--- config.mk ---
export PLATFORM = sky130hd
export DESIGN_NAME = hit_detector
export DESIGN_NICKNAME = d
export VERILOG_FILES = /design/src/rtl/hit_detector_pkg.sv /design/src/rtl/bcd_sat_adder.sv /design/src/rtl/hit_detector.sv
export SDC_FILE = /design/constraint.sdc
export NUM_CORES = 1
export LEC_CHECK = 0
export CAP_MARGIN = 20
export CORE_ASPECT_RATIO = 1.25
export CORE_MARGIN = 2
export CORE_UTILIZATION = 50
export CTS_CLUSTER_DIAMETER = 60
export DETAILED_ROUTE_END_ITERATION = 10
export HOLD_SLACK_MARGIN = 0.05
export PLACE_DENSITY = 0.76
export SYNTH_ARGS = -nofsm -noshare
export SYNTH_HDL_FRONTEND = slang
export SYNTH_SLANG_ARGS = --single-unit
--- constraint.sdc ---
create_clock -name vga_clk -period 12.59 [get_ports vga_clk]
set_input_delay 2.518 -clock vga_clk [delete_from_list [all_inputs] [get_ports vga_clk]]
set_output_delay 2.518 -clock vga_clk [all_outputs]
set_load 0.01 [all_outputs]
--- src/rtl/hit_detector_pkg.sv ---
// Shared constants, report FSM encoding and helpers
// for the duck-hunt collision detector.
package hit_detector_pkg;

  localparam int NUM_BULLETS = 8;
  localparam int H_VISIBLE_DEF = 640;
  localparam int V_VISIBLE_DEF = 480;

  typedef enum logic {
    IDLE    = 1'b0,
    PENDING = 1'b1
  } state_t;

  function automatic logic [3:0] popcount(
    input logic [NUM_BULLETS-1:0] v
  );
    logic [3:0] c;
    c = '0;
    for (int i = 0; i < NUM_BULLETS; i++)
      c = c + {3'b000, v[i]};
    return c;
  endfunction

endpackage

--- src/rtl/bcd_sat_adder.sv ---
// Two-digit BCD add of a small increment,
// clamped at a decimal ceiling.
module bcd_sat_adder #(
  parameter int SCORE_MAX = 99
) (
  input  logic [7:0] value,
  input  logic [3:0] inc,
  output logic [7:0] sum
);

  localparam logic [3:0] MAX_T = 4'(SCORE_MAX / 10);
  localparam logic [3:0] MAX_O = 4'(SCORE_MAX % 10);

  logic [4:0] ones_raw;
  logic [4:0] ones_adj;
  logic [4:0] tens_raw;
  logic       carry;
  logic       over;

  always_comb begin
    ones_raw = {1'b0, value[3:0]} + {1'b0, inc};
    carry    = ones_raw > 5'd9;
    ones_adj = carry ? ones_raw - 5'd10 : ones_raw;
    tens_raw = {1'b0, value[7:4]} + {4'b0000, carry};
    over     = (tens_raw > {1'b0, MAX_T}) ||
               ((tens_raw == {1'b0, MAX_T}) &&
                (ones_adj > {1'b0, MAX_O}));
    sum      = over ? {MAX_T, MAX_O}
                    : {tens_raw[3:0], ones_adj[3:0]};
  end

endmodule

--- src/rtl/hit_detector.sv ---
// Per-frame bullet/duck overlap measurement with
// a valid/ack hit report and saturating BCD score.
module hit_detector
  import hit_detector_pkg::*;
#(
  parameter int H_VISIBLE   = H_VISIBLE_DEF,
  parameter int V_VISIBLE   = V_VISIBLE_DEF,
  parameter int MIN_OVERLAP = 4,
  parameter int SCORE_MAX   = 99
) (
  input  logic       vga_clk,
  input  logic       reset,
  input  logic [9:0] hcount,
  input  logic [9:0] vcount,
  input  logic       duck_draw,
  input  logic [7:0] shot_draw,
  input  logic       hit_ack,
  output logic       hit_valid,
  output logic [7:0] hit_mask,
  output logic [7:0] score,
  output logic       overrun
);

  localparam logic [9:0] H_VIS = 10'(H_VISIBLE);
  localparam logic [9:0] V_VIS = 10'(V_VISIBLE);
  localparam logic [3:0] MIN_T = 4'(MIN_OVERLAP);

  logic                   active;
  logic                   frame_end;
  logic [NUM_BULLETS-1:0] frame_mask;
  logic [7:0]             score_next;
  state_t                 state;

  assign active    = (hcount < H_VIS) && (vcount < V_VIS);
  assign frame_end = (vcount == V_VIS) && (hcount == 10'd0);

  for (genvar i = 0; i < NUM_BULLETS; i++) begin : g_ovl
    logic [3:0] cnt;
    always_ff @(posedge vga_clk or posedge reset) begin
      if (reset)
        cnt <= '0;
      else if (frame_end)
        cnt <= '0;
      else if (active && duck_draw && shot_draw[i] && cnt != 4'hf)
        cnt <= cnt + 4'd1;
    end
    assign frame_mask[i] = cnt >= MIN_T;
  end

  bcd_sat_adder #(
    .SCORE_MAX(SCORE_MAX)
  ) u_add (
    .value(score),
    .inc  (popcount(frame_mask)),
    .sum  (score_next)
  );

  assign hit_valid = (state == PENDING);

  // Score advances on every frame end, independent of the handshake.
  always_ff @(posedge vga_clk or posedge reset) begin
    if (reset) begin
      state    <= IDLE;
      hit_mask <= '0;
      score    <= '0;
      overrun  <= 1'b0;
    end else begin
      if (frame_end)
        score <= score_next;
      unique case (state)
        IDLE: begin
          if (frame_end && |frame_mask) begin
            hit_mask <= frame_mask;
            state    <= PENDING;
          end
        end
        PENDING: begin
          if (frame_end && |frame_mask) begin
            if (hit_ack) begin
              hit_mask <= frame_mask;
            end else begin
              hit_mask <= hit_mask | frame_mask;
              overrun  <= 1'b1;
            end
          end else if (hit_ack) begin
            state <= IDLE;
          end
        end
      endcase
    end
  end

endmodule

# Word-level counts from Yosys, hierarchy flattened
# Index checks and enable logic that the tools add are counted.
classes:
  add_sub_neg: 18
  order_cmp: 13
  eq_ne: 12
  n_mux: 26
  bitwise_logic: 3
  reduce_logical: 34
ops:
  columns: ["operator", "n"]
  rows:
  - ["$mux 4", 16]
  - ["$add 4x1->4 const B", 8]
  - ["$ge 4x3->1 const B", 8]
  - ["$mux 8", 4]
  - ["$ne 4x4->1 const B", 8]
  - ["$logic_and 1x1->1", 21]
  - ["$add 4x1->4", 4]
  - ["$pmux 8 s2", 1]
  - ["$reduce_bool 2->1", 8]
  - ["$gt 5x4->1 const B", 3]
  - ["$eq 10x9->1 const B", 1]
  - ["$logic_not 10->1", 1]
  - ["$lt 10x10->1 const B", 1]
  - ["$lt 10x9->1 const B", 1]
  - ["$or 8x8->8", 1]
  - ["$reduce_or 8->1", 1]
  - ["$add 4x1->5", 1]
  - ["$add 4x4->5", 1]
  - ["$eq 5x4->1 const B", 1]
  - ["$mux 5", 1]
  - ["$sub 5x4->5 const B", 1]
  - ["$add 3x1->4", 1]
  - ["$add 2x1->3", 1]
  - ["$mux 1", 3]
  - ["8 further kinds", 9]
word_totals:
  ff_bits: 50
  input_bits: 32
  out_inout_bits: 18
  word_cells: 118

# Logic depth before layout (Yosys ltp)
# Gate-level depths: netlist (run 1).
depth:
  word_depth: 15
  mapped_depth: 21
  mapped_depth_nobuf: 21

# By module
# From an unflattened synthesis (run 1), not the netlist that was laid out.
unflattened:
  hier_cells: 341
  area_unflattened_um2: 3044.2
modules_own_cells:
  columns: ["module", "instances", "cells_per_inst", "area_each_um2", "seq_area_each_um2"]
  rows:
  - ["hit_detector", 1, 276, 2586.2, 1251.2]
  - ["bcd_sat_adder", 1, 65, 457.9, 0.0]

# Worst setup path after synthesis (run 1)
# OpenSTA, ideal clock, no wires.
synth_path:
  path_kind: "flip-flop to flip-flop"
  start: "reg g_ovl[2].cnt[2]"
  end: "reg score[0]"
  setup_ns: 0.121
  t_arrival_ns: 5.235
  required_ns: 12.469
  slack_ns: 7.234
  path_stages_with_launch: 21
  n_path_buf: 0
  period_less_slack_ns: 5.356
  cell_sequence: "dfrtp_1 -> or2_2 -> fa_1 -> inv_1 -> fa_1 -> fa_1 -> fa_1 -> inv_1 -> fa_1 -> inv_1 -> ha_1 -> nand2_1 -> a31o_2 -> ha_1 -> ha_1 -> nand2b_1 -> a31oi_1 -> nor3_1 -> a31oi_4 -> o311ai_2 -> o22a_1"
synth_between:
  elab_chain_cells: 14
  elab_cells_between_ends: 18
  classes_between: "add/sub (9); order compare (4); eq/ne (1); mux (2); reduce/logical (2)"
synth_rtl:
  columns: ["element", "line", "text"]
  rows:
  - ["start, declared", "hit_detector.sv:38", "logic [3:0] cnt;"]
  - ["start signal, assigned", "hit_detector.sv:45", "cnt <= cnt + 4'd1;"]
  - ["$ge 4x3->1 (*)", "hit_detector.sv:47", "assign frame_mask[i] = cnt >= MIN_T;"]
  - ["$add 2x1->3 (*)", "hit_detector_pkg.sv:20", "c = c + {3'b000, v[i]};"]
  - ["$add 3x1->4 (*)", "hit_detector_pkg.sv:20", null]
  - ["$add 4x1->4 (*) (4 in a row)", "hit_detector_pkg.sv:20", null]
  - ["$add 4x4->5 (*)", "bcd_sat_adder.sv:21", "ones_raw = {1'b0, value[3:0]} + {1'b0, inc};"]
  - ["parallel branches: the longest is 5 deep, another holds $gt 5x4->1", null, null]
  - ["$mux 8 (*)", "bcd_sat_adder.sv:28", "sum = over ? {MAX_T, MAX_O}"]
  - ["end signal, assigned", "hit_detector.sv:69", "score <= score_next;"]
  - ["end, declared", "hit_detector.sv:20", "output logic [7:0] score,"]
# Every way passes the cells marked *.
# A chain may end at the register's enable or synchronous reset.

# Worst setup path in the final report (run 1)
# Ends and elaborated chain as after synthesis.

==> metrics.txt, run 1 <==
Post-CTS Setup Bufs 0; IO Port Bufs 49; die area 0.00650 mm²; Cells after Synth 300; clock transition at the registers of the reported paths 0.10 ns; Pre-antenna DRT Iters 4; Remaining DRCs 0; CTS tree done; clk_skew 0.00557 ns; area delta synth->final 22.3%; setup tns final 0 ns; Cell Rows 31; predominant post-synthesis flop cell dfrtp_1; Startpoint Class flop; Nets 402; hold worst-path end hit_mask[5]$_DFFE_PP0P_; Avg Synthesized Cell Area 9.78 µm²; Worst Reg-to-Reg Cells 20; HPWL after DPL 4590 µm; CTS Buf Count 5; Sw Share 46.9%; min-delay worst type flop to flop; Finish-stage setup viols 0; Final Hold Vio Count 0; Post-synth top cells dfrtp_1, nor2_1, nand2_1, nand3_1, ha_1; Max Cap Violations 0; Yosys top cell by area dfrtp_1; unrepaired setup endpoints after global routing no; Flop pwr share 26.2%; antenna violations before repair 0; DRT met1 WL 2680 µm; FF-to-FF Start g_ovl[2].cnt[2]$_DFFE_PP0P_; Post-synth ARST share 100%; PostCTS Resize Cnt 0; most frequent cell after synthesis dfrtp_1; yosys warns 0; Boundary Pins 50; share of cells above drive strength 1 7.74%; Pwr Density 280 mW/mm²; Die Span X 72.5 µm; H-tree depth 2; DRT iter0 DRCs 100; Worst path depth 20; final wirelength 6170 µm; Clock Power Share 9.8%; root buffer cell clkbuf_8; WL met2 3110 µm; Routed Antenna Nets 0; Yosys top cell area share 42.6%; worst-path cell chain or2_2 > fa_1 > inv_1 > fa_1 > fa_1 > fa_1 > inv_1 > fa_1 > inv_1 > ha_1 > nand2_1 > a31o_2 > ha_1 > ha_1 > nand2b_1 > nor2_1 > nor3_1 > a31oi_4 > o311ai_2 > o22a_1; worst setup path start g_ovl[2].cnt[2]$_DFFE_PP0P_; Reg2Reg Setup Slack 6.83 ns; overall routing resource usage 20.2%; total grt overflow 0; crit path max fanout 6; power share of the combinational group 64.0%; WS Path Type flop to flop; critical path data required time 12.79 ns; max layer used met4; Rel. slew slack 58.8%; Final min period 5.76 ns; initial core utilization 51.1%; syn nets 354; Most common cell on crit path fa_1; met3 wire length 258 µm; Area contributors post-synth dfrtp_1, ha_1, nor2_1, nand3_1, xor2_1; hold_sp hit_mask[5]$_DFFE_PP0P_; core area 0.00574 mm²; RR Endpoint score[0]$_DFFE_PP0P_; CP Buf/Inv Count 3; VDD IR max 0.352 mV; vias in the first global route 2254; Final Power 1.00 mW; Pint 0.534 mW; fin cells 415; status completed; largest net degree at the start of global routing 51; Clock Tree Buf Depth 2; placed cells 406; number of synthesized flops with an enable pin 0; CP delay by family, top adder cells; Net Sw Power 0.471 mW; Filler Cell Count 507; clock sink count 50; Post-Syn Area 0.00294 mm²; Routed WL per cell 14.9 µm; worst hold margin 0.486 ns; Critical-path top delay cell fa_1; post-synth cell types 49; register area share after synthesis 42.6%; vias per cell 5.67; Slew Viols, Final 0; Min-Delay Path Depth 2; cts hold-fix bufs 0; Layout Cell Area excl Fill 0.00359 mm²; synthesized flop and latch total 50; FMAX 174 MHz; Worst-Margin Slew 0.618 ns; vias 2351; n_diodes 0; Critical Path Sink Type flop; first-pass GRT wire length 10300 µm; worst skew pair latency 0.31 ns; Die Ht 89.7 µm; LEAKAGE 1.58 nW; routability cong. 0.867; final period utilization 45.7%; placed cell areas 0.00348 mm²; Slowest Stage Delay on Critical Path 0.53 ns; Arr. time, crit path 5.96 ns
-- routing by layer --
| layer | track usage [%] | up-vias |
|---|---|---|
| li1 | - | 1154 |
| met2 | 35.0 | 53 |
| met1 | 25.0 | 1133 |
| met4 | 8.59 | 0 |
| met5 | 0 | - |
| met3 | 3.35 | 11 |
-- cells in the final DEF, fill, tap and decap left out, types with 2 or more instances in the layout --
cell,n
nand4_1,6
nand3b_1,2
clkbuf_8,5
nand3_1,23
nand2_1,23
or2_2,2
o21ai_0,13
fa_1,5
nor4_1,3
o21bai_1,2
or3_1,5
nor3_4,2
nand2b_1,5
ha_1,17
mux2i_1,9
clkinvlp_4,2
and3_1,4
xnor2_1,5
xor2_1,12
nor2_1,39
nor3_1,9
a21o_1,2
mux2_2,2
clkdlybuf4s50_1,49
nor3b_1,5
a21oi_1,8
o21ai_1,3
a31oi_1,7
dfrtp_1,50
o31ai_1,2
inv_1,7
-- tightest hold or removal path, cell delays in order (launching register included) --
cell	delay, ns
dfrtp_1	0.35
nand2_1	0.05
o21ai_0	0.06
-- metrics by stage --
| step | utilization (%) | setup slack (ns) |
|---|---|---|
| floorplan | - | 7.23 |
| global placement | 60.5 | 7.09 |
| detailed placement | 60.5 | 6.88 |
| CTS | 62.2 | 6.84 |
| global route | 62.5 | 6.56 |
| finish | 62.5 | 6.83 |
-- flip-flops by register name, indices dropped and copies added, names as in the netlist --
register and count:
hit_mask 8, overrun 1, hit_valid 1, g_ovl.cnt 32, score 8
-- cell type report --
type	count	area [µm²]	area share, %
inverters	8	30.0	0.837
flip-flops and latches	50	1250	34.9
well taps	66	82.6	2.30
repair buffers	51	518	14.4
clock inverters	3	23.8	0.662
clock buffers	5	68.8	1.92
multi-input cells	232	1610	45.0
-- power groups by stage --
stage          Sequential (mW)  Combinational, mW  Clock (mW)
3_5_place_dp             0.265              0.631           0
4_1_cts                  0.262              0.637       0.100
6_report                 0.263              0.643      0.0987
5_1_grt                  0.271              0.715       0.107
2_1_floorplan            0.252              0.505           0
3_3_place_gp             0.262              0.595           0
-- worst max-delay path by stage --
stage | endpoint | slack [ns]
floorplan | score[0]$_DFFE_PP0P_ | 7.23
global placement | score[0]$_DFFE_PP0P_ | 7.09
detailed placement | score[0]$_DFFE_PP0P_ | 6.88
CTS | score[0]$_DFFE_PP0P_ | 6.84
global route | score[0]$_DFFE_PP0P_ | 6.56
finish | score[0]$_DFFE_PP0P_ | 6.83
-- cells by family (layout without fill, tap and decap cells) --
kind of cell | count (synthesis) | in the layout | synth area share, %
simple gates | 133 | 133 | 23.3
flops | 50 | 50 | 42.6
compound gates | 47 | 47 | 10.9
fa+ha+maj | 22 | 22 | 10.7
xor+xnor | 18 | 18 | 5.63
buf+inv | 18 | 67 | 2.60
mux | 12 | 12 | 4.35
Note: power is estimated with default switching activity, not from simulation.
==> run 2: changes to the inputs <==
--- a/config.mk
+++ b/config.mk
@@ -8,7 +8,7 @@
 export CAP_MARGIN = 20
 export CORE_ASPECT_RATIO = 1.25
 export CORE_MARGIN = 2
-export CORE_UTILIZATION = 50
+export CORE_UTILIZATION = 48
 export CTS_CLUSTER_DIAMETER = 60
 export DETAILED_ROUTE_END_ITERATION = 10
 export HOLD_SLACK_MARGIN = 0.05
==> constraint.sdc (replaced) <==
create_clock -name vga_clk -period 4.9 [get_ports vga_clk]
set_input_delay 0.98 -clock vga_clk [delete_from_list [all_inputs] [get_ports vga_clk]]
set_output_delay 0.98 -clock vga_clk [all_outputs]
set_load 0.01 [all_outputs]
==> metrics.txt, run 2 (synthesis results as in run 1) <==
total grt overflow 0; WS Path Type flop to flop; Pre-antenna DRT Iters 4; largest reg by FF count g_ovl.cnt; overall routing resource usage 21.0%; FF-to-FF Start g_ovl[2].cnt[3]$_DFFE_PP0P_; WL met2 3360 µm; H-tree depth 2; Nets 419; critical path data required time 5.10 ns; Die Span X 73.9 µm; final period utilization 101%; LEAKAGE 1.68 nW; worst-path cell chain or2_4 > fa_1 > inv_2 > fa_1 > fa_1 > fa_2 > inv_2 > fa_2 > inv_2 > ha_4 > nand2_2 > a31o_4 > ha_4 > ha_4 > nand2b_4 > a31oi_4 > nor3_4 > a31oi_4 > o311ai_4 > o22a_1; Routed Antenna Nets 0; vias per cell 5.44; hold worst-path end hit_mask[3]$_DFFE_PP0P_; HPWL after DPL 4700 µm; share of cells above drive strength 1 16.9%; Critical-path top delay cell fa_1; largest net degree at the start of global routing 51; vias 2435; Rel. slew slack 58.5%; CP Buf/Inv Count 3; max layer used met4; Arr. time, crit path 5.14 ns; fin worst setup slack -0.0437 ns; vias in the first global route 2442; worst setup path start g_ovl[2].cnt[3]$_DFFE_PP0P_; Largest regs g_ovl.cnt x32, hit_mask x8, score x8; die area 0.00676 mm²; Final min period 4.94 ns; worst skew pair latency 0.31 ns; commonest non-fill, non-tap cell in the layout dfrtp_1; Filler Cell Count 474; DRT met1 WL 2630 µm; CTS tree done; root buffer cell clkbuf_8; Worst Reg-to-Reg Cells 20; clk_skew 0.00648 ns; unrepaired setup endpoints after global routing yes; CTS Buf Count 5; initial core utilization 50.1%; Routed WL per cell 14.6 µm; Worst path depth 20; VDD IR max 0.717 mV; failing checks negative setup slack; Die Ht 91.4 µm; Critical Path Sink Type flop; hold_sp hit_mask[3]$_DFFE_PP0P_; max reg flops 32; clock sink count 50; antenna violations before repair 0; Layout Cell Area excl Fill 0.00388 mm²; Finish-stage setup viols 1; most frequent cells in the layout dfrtp_1, clkdlybuf4s50_1, nor2_1, nand3_1, nand2_1; min-delay worst type flop to flop; Finished Core Util 66.2%; Boundary Pins 50; first-pass GRT wire length 11000 µm; final wirelength 6540 µm; setup tns final -0.0437 ns; CP delay by family, top adder cells; Reg2Reg Setup Slack -0.04 ns; cts hold-fix bufs 0; Min-Delay Path Depth 2; crit path max fanout 4; Slew Viols, Final 0; area delta synth->final 32.1%; Max Cap Violations 0; status finished with violations; Cell Rows 31; Worst-Margin Slew 0.622 ns; routability cong. 0.904; Final Hold Vio Count 0; clock transition at the registers of the reported paths 0.09 ns; IO Port Bufs 49; Remaining DRCs 0; DRT iter0 DRCs 83; n_diodes 0; RR Endpoint score[0]$_DFFE_PP0P_; placed cell areas 0.00365 mm²; Slowest Stage Delay on Critical Path 0.50 ns; Final Power 3.29 mW; Clock Tree Buf Depth 2; met3 wire length 344 µm; Startpoint Class flop; core area 0.00586 mm²; FMAX 202 MHz; Pwr Density 847 mW/mm²
## run 2: changes by cell type in the layout (fill, tap and decap cells not counted), sizes merged
cell      change
buf          +17
clkinvlp      -2
clkinv        +2
## run 2: metrics by stage
stage	cells	hold WS, ns	worst slack, ns
floorplan	300	0.507	0.0595
global placement	434	0.463	-0.00740
detailed placement	434	0.469	-0.150
CTS	445	0.495	-0.0529
global route	448	0.523	-0.203
finish	448	0.493	-0.0437
## run 2: worst max-delay path by stage
stage	to	slack [ns]
5_1_grt	score[0]$_DFFE_PP0P_	-0.20
3_3_place_gp	score[0]$_DFFE_PP0P_	-0.007
4_1_cts	score[0]$_DFFE_PP0P_	-0.05
3_5_place_dp	score[0]$_DFFE_PP0P_	-0.15
6_report	score[0]$_DFFE_PP0P_	-0.04
2_1_floorplan	score[0]$_DFFE_PP0P_	0.06
## run 2: layout make-up
type	count	area (µm²)	area share, %
Inverter	8	30.0	0.774
Timing Repair Buffer	68	646	16.7
Tap cell	82	103	2.65
Clock inverter	3	18.8	0.484
Clock buffer	5	68.8	1.77
Sequential cell	50	1250	32.3
Multi-Input combinational cell	232	1760	45.4
## run 2: repair_timing
action | in CTS | in global routing
pin swaps | 2 | 5
gates resized for setup | 5 | 10
endpoints found under the setup margin | 4 | 5
buffers inserted | 3 | 2
## run 2: tightest hold or removal path, cell delays in order (launching register included)
cell,delay (ns)
dfrtp_1,0.36
nand2_1,0.04
o21ai_0,0.06
## run 2: power by group
group          leakage, nW  total [mW]  switching, mW  internal (mW)
combinational        0.980        2.38           1.13           1.25
clock               0.0483       0.246          0.145          0.101
sequential           0.652       0.662          0.123          0.539
## run 2: metal layers
layer	up-vias	track usage (%)
met1	1160	24.8
met2	66	35.9
met3	20	4.22
li1	1189	-
met4	0	9.55
met5	-	0
